===== src/rtl/clock_controller.sv =====
`default_nettype none
// ============================================================================
//  Module      : clock_controller
//  Description : Run / halt / single-step sequencer for the gated system
//                clock. Produces the registered enable for the clock
//                generator so the core can run freely, stop on command or on
//                a breakpoint rising edge, or advance by exactly N cycles.
//                Clocked from the free-running (ungated) clock.
//  Revision    : 1.0 - initial release
// ============================================================================
module clock_controller #(
  parameter int COUNT_WIDTH = 16,
  parameter int CYCLE_WIDTH = 32
) (
  input  logic                   i_clock,
  input  logic                   i_reset,
  input  logic                   i_run,
  input  logic                   i_halt,
  input  logic                   i_step,
  input  logic [COUNT_WIDTH-1:0] i_step_count,
  input  logic                   i_breakpoint,
  output logic                   o_enable,
  output logic                   o_halted,
  output logic [1:0]             o_state,
  output logic                   o_done,
  output logic [CYCLE_WIDTH-1:0] o_cycles
);

  // Encoding is visible on o_state, so the values are fixed.
  typedef enum logic [1:0] {
    ST_HALTED   = 2'd0,
    ST_RUNNING  = 2'd1,
    ST_STEPPING = 2'd2,
    ST_ILLEGAL  = 2'd3
  } state_t;

  localparam logic [COUNT_WIDTH-1:0] COUNT_ONE = {{(COUNT_WIDTH-1){1'b0}}, 1'b1};
  localparam logic [CYCLE_WIDTH-1:0] CYCLE_ONE = {{(CYCLE_WIDTH-1){1'b0}}, 1'b1};

  state_t                 state;
  state_t                 state_nxt;
  logic [COUNT_WIDTH-1:0] remaining;
  logic [COUNT_WIDTH-1:0] remaining_nxt;
  logic                   done_nxt;
  logic                   enable_nxt;
  logic                   bp_q;
  logic                   bp_rise;

  // Only a fresh breakpoint assertion halts; a held level does not, so the
  // core can be stepped or run off a breakpoint that is still asserted.
  assign bp_rise = i_breakpoint & ~bp_q;

  // Next-state, remaining-step and completion decode, priority
  // halt > breakpoint edge > run > step.
  always_comb begin
    state_nxt     = state;
    remaining_nxt = remaining;
    done_nxt      = 1'b0;

    case (state)
      ST_HALTED: begin
        remaining_nxt = '0;
        if (!(i_halt || bp_rise)) begin
          if (i_run) begin
            state_nxt = ST_RUNNING;
          end else if (i_step) begin
            if (i_step_count != '0) begin
              state_nxt     = ST_STEPPING;
              remaining_nxt = i_step_count;
            end else begin
              // A zero-length step completes at once without enabling.
              done_nxt = 1'b1;
            end
          end
        end
      end

      ST_RUNNING: begin
        remaining_nxt = '0;
        if (i_halt || bp_rise) begin
          state_nxt = ST_HALTED;
        end
      end

      ST_STEPPING: begin
        // Breakpoint edges are deliberately ignored while stepping.
        if (i_halt) begin
          state_nxt     = ST_HALTED;
          remaining_nxt = '0;
        end else if (i_run) begin
          state_nxt     = ST_RUNNING;
          remaining_nxt = '0;
        end else if (remaining <= COUNT_ONE) begin
          // Last enabled cycle of the sequence; the <= also keeps the
          // counter from ever wrapping below zero.
          state_nxt     = ST_HALTED;
          remaining_nxt = '0;
          done_nxt      = 1'b1;
        end else begin
          remaining_nxt = remaining - COUNT_ONE;
        end
      end

      default: begin
        // Unreachable encoding: recover to a safe stopped state.
        state_nxt     = ST_HALTED;
        remaining_nxt = '0;
      end
    endcase

    enable_nxt = (state_nxt == ST_RUNNING) || (state_nxt == ST_STEPPING);
  end

  // State register plus all registered outputs.
  always_ff @(posedge i_clock) begin
    if (i_reset) begin
      state     <= ST_HALTED;
      remaining <= '0;
      bp_q      <= 1'b0;
      o_enable  <= 1'b0;
      o_halted  <= 1'b1;
      o_done    <= 1'b0;
      o_cycles  <= '0;
    end else begin
      state     <= state_nxt;
      remaining <= remaining_nxt;
      bp_q      <= i_breakpoint;
      o_enable  <= enable_nxt;
      o_halted  <= (state_nxt == ST_HALTED);
      o_done    <= done_nxt;
      // Counts cycles in which the gated clock was enabled; wraps silently.
      if (o_enable) begin
        o_cycles <= o_cycles + CYCLE_ONE;
      end
    end
  end

  assign o_state = state;

endmodule
`default_nettype wire


===== config.mk =====
export PLATFORM = sky130hd
export DESIGN_NAME = clock_controller
export DESIGN_NICKNAME = d
export VERILOG_FILES = /design/src/rtl/clock_controller.sv
export SDC_FILE = /design/constraint.sdc
export NUM_CORES = 1
export LEC_CHECK = 0
export ABC_AREA = 1
export BUFFER_PORTS_ARGS = -buffer_cell sky130_fd_sc_hd__buf_4
export CORE_ASPECT_RATIO = 0.5
export CORE_UTILIZATION = 59
export DETAILED_ROUTE_END_ITERATION = 10
export HOLD_SLACK_MARGIN = 0.05
export PLACE_DENSITY = 0.83
export SYNTH_ARGS = -nofsm -noshare
export SYNTH_HDL_FRONTEND = slang
export SYNTH_SLANG_ARGS = --single-unit

===== constraint.sdc =====
create_clock -name i_clock -period 2.9 [get_ports i_clock]
set_clock_uncertainty 0.05 [all_clocks]
set_input_delay 0.435 -clock i_clock [delete_from_list [all_inputs] [get_ports i_clock]]
set_output_delay 0.435 -clock i_clock [all_outputs]
set_load 0.1 [all_outputs]

# ---- After elaboration in Yosys (flattened, before gate mapping)
# Cells that the tools add are included.
dict set report word_totals {
  regBits 54
  out_inout_bits 37
  wordCells 46
}
dict set report classes {
  n_addsub 2
  magnitude_cmp 1
  n_eq_ne 4
  muxes 25
  n_bitwise 2
  reduce_logical 5
}
# operator count
set op_table {}
lappend op_table {{$mux 16} 7}
lappend op_table {{$add 32x1->32 const B} 1}
lappend op_table {{$pmux 16 s2} 1}
lappend op_table {{$le 16x1->1 const B} 1}
lappend op_table {{$mux 2} 8}
lappend op_table {{$reduce_bool 16->1} 1}
lappend op_table {{$sub 16x1->16 const B} 1}
lappend op_table {{$mux 1} 7}
lappend op_table {{$pmux 2 s3} 1}
lappend op_table {{$eq 2x1->1 const B} 2}
lappend op_table {{$eq 2x2->1 const B} 2}
lappend op_table {{$logic_not 2->1} 2}
lappend op_table {{$logic_or 1x1->1} 2}
lappend op_table {{$pmux 1 s2} 1}
lappend op_table {{$and 1x1->1} 1}
lappend op_table {{$not 1->1} 1}

# ---- Logic depth before layout (Yosys ltp)
dict set report logic_depth {
  word_depth 8
  mapped_depth 13
  ltp_nobuf 13
}

# ---- Least setup slack after synthesis
# No wires, ideal clock.
dict set report synth_timing {
  kind {flip-flop to flip-flop}
  from {register o_cycles[1]}
  to {register o_cycles[24]}
  setup_ps 116
  arrival_ps 2169
  required_time_ps 2734
  slack_ps 565
  stages_incl_launch_ff 8
  synth_period_minus_slack_ps 2335
  path_cell_list {dfxtp_1 ha_1 nand3_2 or2_4 nor3_4 nand2_1 o21ai_0 nor2_1}
}
dict set report synth_via {
  elab_chain_len 1
}
# element line_no
set synth_rtl {}
lappend synth_rtl {{start, declared} 26} ;# output logic [CYCLE_WIDTH-1:0] o_cycles
lappend synth_rtl {{start signal, assigned} 133} ;# o_cycles <= o_cycles + CYCLE_ONE;
lappend synth_rtl {{$add 32x1->32} 133}
# No other way between the ends.
# A chain may end at the register's enable or synchronous reset.

# ---- Worst setup path after layout
dict set report layout_timing {
  from {register remaining[0]}
  to {register remaining[12]}
}
dict set report layout_via {
  elab_chain_len 5
  elab_cells_between_ends 6
}
# element line_no
set layout_rtl {}
lappend layout_rtl {{start, declared} 42} ;# logic [COUNT_WIDTH-1:0] remaining;
lappend layout_rtl {{start signal, assigned} 126} ;# remaining <= remaining_nxt;
lappend layout_rtl {{$sub 16x1->16 / $le 16x1->1 (equally long branches)} {100, 93}}
lappend layout_rtl {{$mux 16 *} 93} ;# end else if (remaining <= COUNT_ONE) begin
lappend layout_rtl {{$mux 16 *} 90} ;# end else if (i_run) begin
lappend layout_rtl {{$mux 16 *} 87} ;# if (i_halt) begin
lappend layout_rtl {{$pmux 16 s2 *} 60} ;# case (state)
# Every way passes the cells marked *; elsewhere a longest branch is shown, timed or not.

==> qor.csv <==
stage,metric,value,unit
cells_and_area,drive_gt1_frac,0.157,
synthesis,yosys.area_share.adder,0.0171,
timing,max_slew_margin,0.641,
worst_setup_path,crit_buf_inv,2,
cells_and_area,n_antenna_cell,0,
clock_tree,cts_made_buffers,5,
outcome,outcome,completed,
synthesis,avgSynthCellArea,6.53,um^2
worst_setup_path,cp.depth,11,
synthesis,synthesis.instances,448,
floorplanning,fp-row-count,17,
worst_setup_path,path_cells,"inv_1, ha_1, inv_1, nand2_1, nand2_1, nor2_1, nand3_1, nand2_1, nor2_1, nand3_1, a21oi_1",
power_and_ir_drop,powerDensity,386,nW/um^2
clock_tree,post_cts_buffers,0,
synthesis,synth_compound_area_frac,0.0899,
synthesis,synthMuxAreaShare,0,
timing,setup_ws,930,ps
synthesis,synth_area,2920,um^2
clock_tree,ctsHoldBuffers,0,
global_route,track_usage,0.286,
placed_design,hpwlAfterDp,5480,um
worst_setup_path,start_kind,flop,
worst_setup_path,arrival,2160,ps
synthesis,synth_top_family_by_area,simple AND/OR/NAND/NOR gates,
power_and_ir_drop,ir_drop,0.251,mV
timing,fmax,508,MHz
synthesis,synth-simple-area-share,0.396,
cells_and_area,fillers,373,
clock_tree,cts_resized,0,
global_route,grt_pass1_vias,2720,
floorplanning,die_area,5260,um^2
route,via_per_inst,5.34,
worst_hold_path,hold_depth,3,
route,routed_wl,7220,um
flow_run,cap_violations,0,
placed_design,pre_cts_ws,768,ps
global_route,grt-ovfl-total,0,
worst_setup_path,crit_type,flop to flop,
synthesis,syn_nets,474,
timing,rsz0062_at_grt,false,
route,wl_per_cell,12.6,um
worst_setup_path,cp-end-kind,flop,
worst_setup_path,crit_path_max_fanout,7,
synthesis,ys_ff_latch,54,
cells_and_area,nets,533,
clock_tree,htreeDepth,2,
route,drtPass1Iterations,5,
route,drt_iter0_drc,145,
worst_setup_path,rr_worst_depth,11,
worst_setup_path,crit_required,3090,ps
clock_tree,cts_tree,built,
worst_setup_path,ff2ff_setup_slack,930,ps
clock_tree,clockBufferDepth,2,
placed_design,gp_congestion,0.878,
route,vias,3066,
placed_design,port_buffers,58,
floorplanning,die_w,102,um
worst_setup_path,max_stage_delay,410,ps
timing,setup_violations,0,
timing,hold_violations,0,
global_route,antenna_found_initial,0,
power_and_ir_drop,leakage,1.44,nW
worst_hold_path,hold_class,primary input to flop,
floorplanning,die_h,51.8,um
synthesis,synth_xor_area_frac,0.0449,
timing,fin_crit,1970,ps
timing,tns,0,ps
timing,post-route-period-util,0.679,
route,drc,0,
worst_setup_path,crit_slowest_cell,nor2_1,
clock_tree,cts-root-buf,clkbuf_8,
route,drtAntennaViolNets,0,
clock_tree,clock_sinks,54,
floorplanning,coreArea,4570,um^2
timing,worstMarginPinSlew,538,ps
synthesis,ys_warn_count,0,
worst_setup_path,timing.critical_path.mode_cell,nand2_1,
synthesis,ys_types,30,
clock_tree,cts.reportedPaths.clkPinSlew,90,ps
floorplanning,start_util,0.639,
worst_setup_path,critPathTopFamily,simple AND/OR/NAND/NOR gates,
floorplanning,pin_count,59,
synthesis,yosysSeqAreaShare,0.370,
clock_tree,worst_skew_pair.late_latency,310,ps
global_route,grt_pass1_wl,11700,um
timing,final_max_slew_viol_count,0,
global_route,grt_max_degree,29,
cells_and_area,area_growth,20.0,%
synth_stat cells, drive strengths merged:
master / instances / area [um^2]
nor2: 97 / 387
nand2: 93 / 352
inv: 56 / 210
dfxtp: 54 / 1080
nand3: 41 / 215
a21oi: 32 / 160
nand4: 13 / 81.3
o21ai: 13 / 65.1
nor3: 10 / 61.3
xor2: 8 / 70.1
xnor2: 7 / 61.3
clkbuf: 5 / 18.8
ha: 4 / 50.1
or2: 4 / 27.5
buf: 2 / 12.5
nand3b: 2 / 15.0
o21a: 2 / 15.0
a21o: 1 / 7.51
a22oi: 1 / 7.51
nor3b: 1 / 12.5
nor4: 1 / 6.26
o21bai: 1 / 7.51
cell type report:
class                           count  area (um^2)  share of cell area
Clock buffer                        7         86.3              0.0246
Clock inverter                      1         5.00             0.00143
Inverter                           56          210              0.0599
Multi-Input combinational cell    331         1600               0.456
Sequential cell                    54         1080               0.308
Tap cell                           66         82.6              0.0235
Timing Repair Buffer               59          443               0.126
layer usage:
metal,track usage,routed length (um),share of wire
met5,0,0,0
met4,0.0773,91,0.013
met3,0.0511,369,0.051
met2,0.548,3480,0.48
met1,0.331,3280,0.45
flip-flops by register name, summed over array words and instances, names as in the netlist:
name and count:
o_cycles 32, bp_q 1, o_done 1, remaining 16, o_state 2, o_enable 1, o_halted 1
path summary, 6_finish.rpt:
check	from	to
worst max register to register	remaining[0]$_SDFF_PP0_	remaining[12]$_SDFF_PP0_
worst max-delay path	remaining[0]$_SDFF_PP0_	remaining[12]$_SDFF_PP0_
worst min register to register	o_cycles[8]$_SDFFE_PP0P_	o_cycles[8]$_SDFFE_PP0P_
worst min-delay path	i_breakpoint	bp_q$_SDFF_PP0_
where the power goes:
part           total, mW  internal (mW)  switching [mW]
Clock              0.437          0.193           0.244
Sequential         0.757          0.749         0.00800
Combinational      0.160         0.0542           0.106
worst min-delay path: cells and delay by family:
kind | cells | cell delay [ps]
buffers and inverters | 2 | 110
and+or+nand+nor | 1 | 70
logic make-up after synthesis:
| group | Yosys count |
|---|---|
| and+or+nand+nor | 262 |
| AOI/OAI and AO/OA | 50 |
| DFF | 54 |
| xor gates and xnor gates | 15 |
| adders and majority gates | 4 |
| buffers and inverters | 63 |
per-stage QoR:
step	utilization	cell area (um^2)	power, mW	cells	hold slack [ps]
5_1_grt	0.767	3510	1.40	574	323
2_1_floorplan	-	2920	0.881	448	483
3_3_place_gp	0.747	3420	0.926	566	424
4_1_cts	0.767	3510	1.36	574	287
3_5_place_dp	0.747	3420	0.932	566	431
6_report	0.767	3510	1.35	574	286
placed cells by master, fill, tap and decap left out, types with 2 or more instances in the layout:
| master | count |
|---|---|
| a21oi_1 | 32 |
| buf_4 | 59 |
| clkbuf_8 | 6 |
| dfxtp_1 | 54 |
| ha_1 | 4 |
| inv_1 | 56 |
| nand2_1 | 92 |
| nand3_1 | 39 |
| nand3_2 | 2 |
| nand3b_1 | 2 |
| nand4_1 | 13 |
| nor2_1 | 92 |
| nor2_2 | 3 |
| nor2_4 | 2 |
| nor3_1 | 9 |
| o21a_1 | 2 |
| o21ai_0 | 12 |
| or2_2 | 3 |
| xnor2_1 | 7 |
| xor2_1 | 8 |
(Power assumes the default switching activity.)
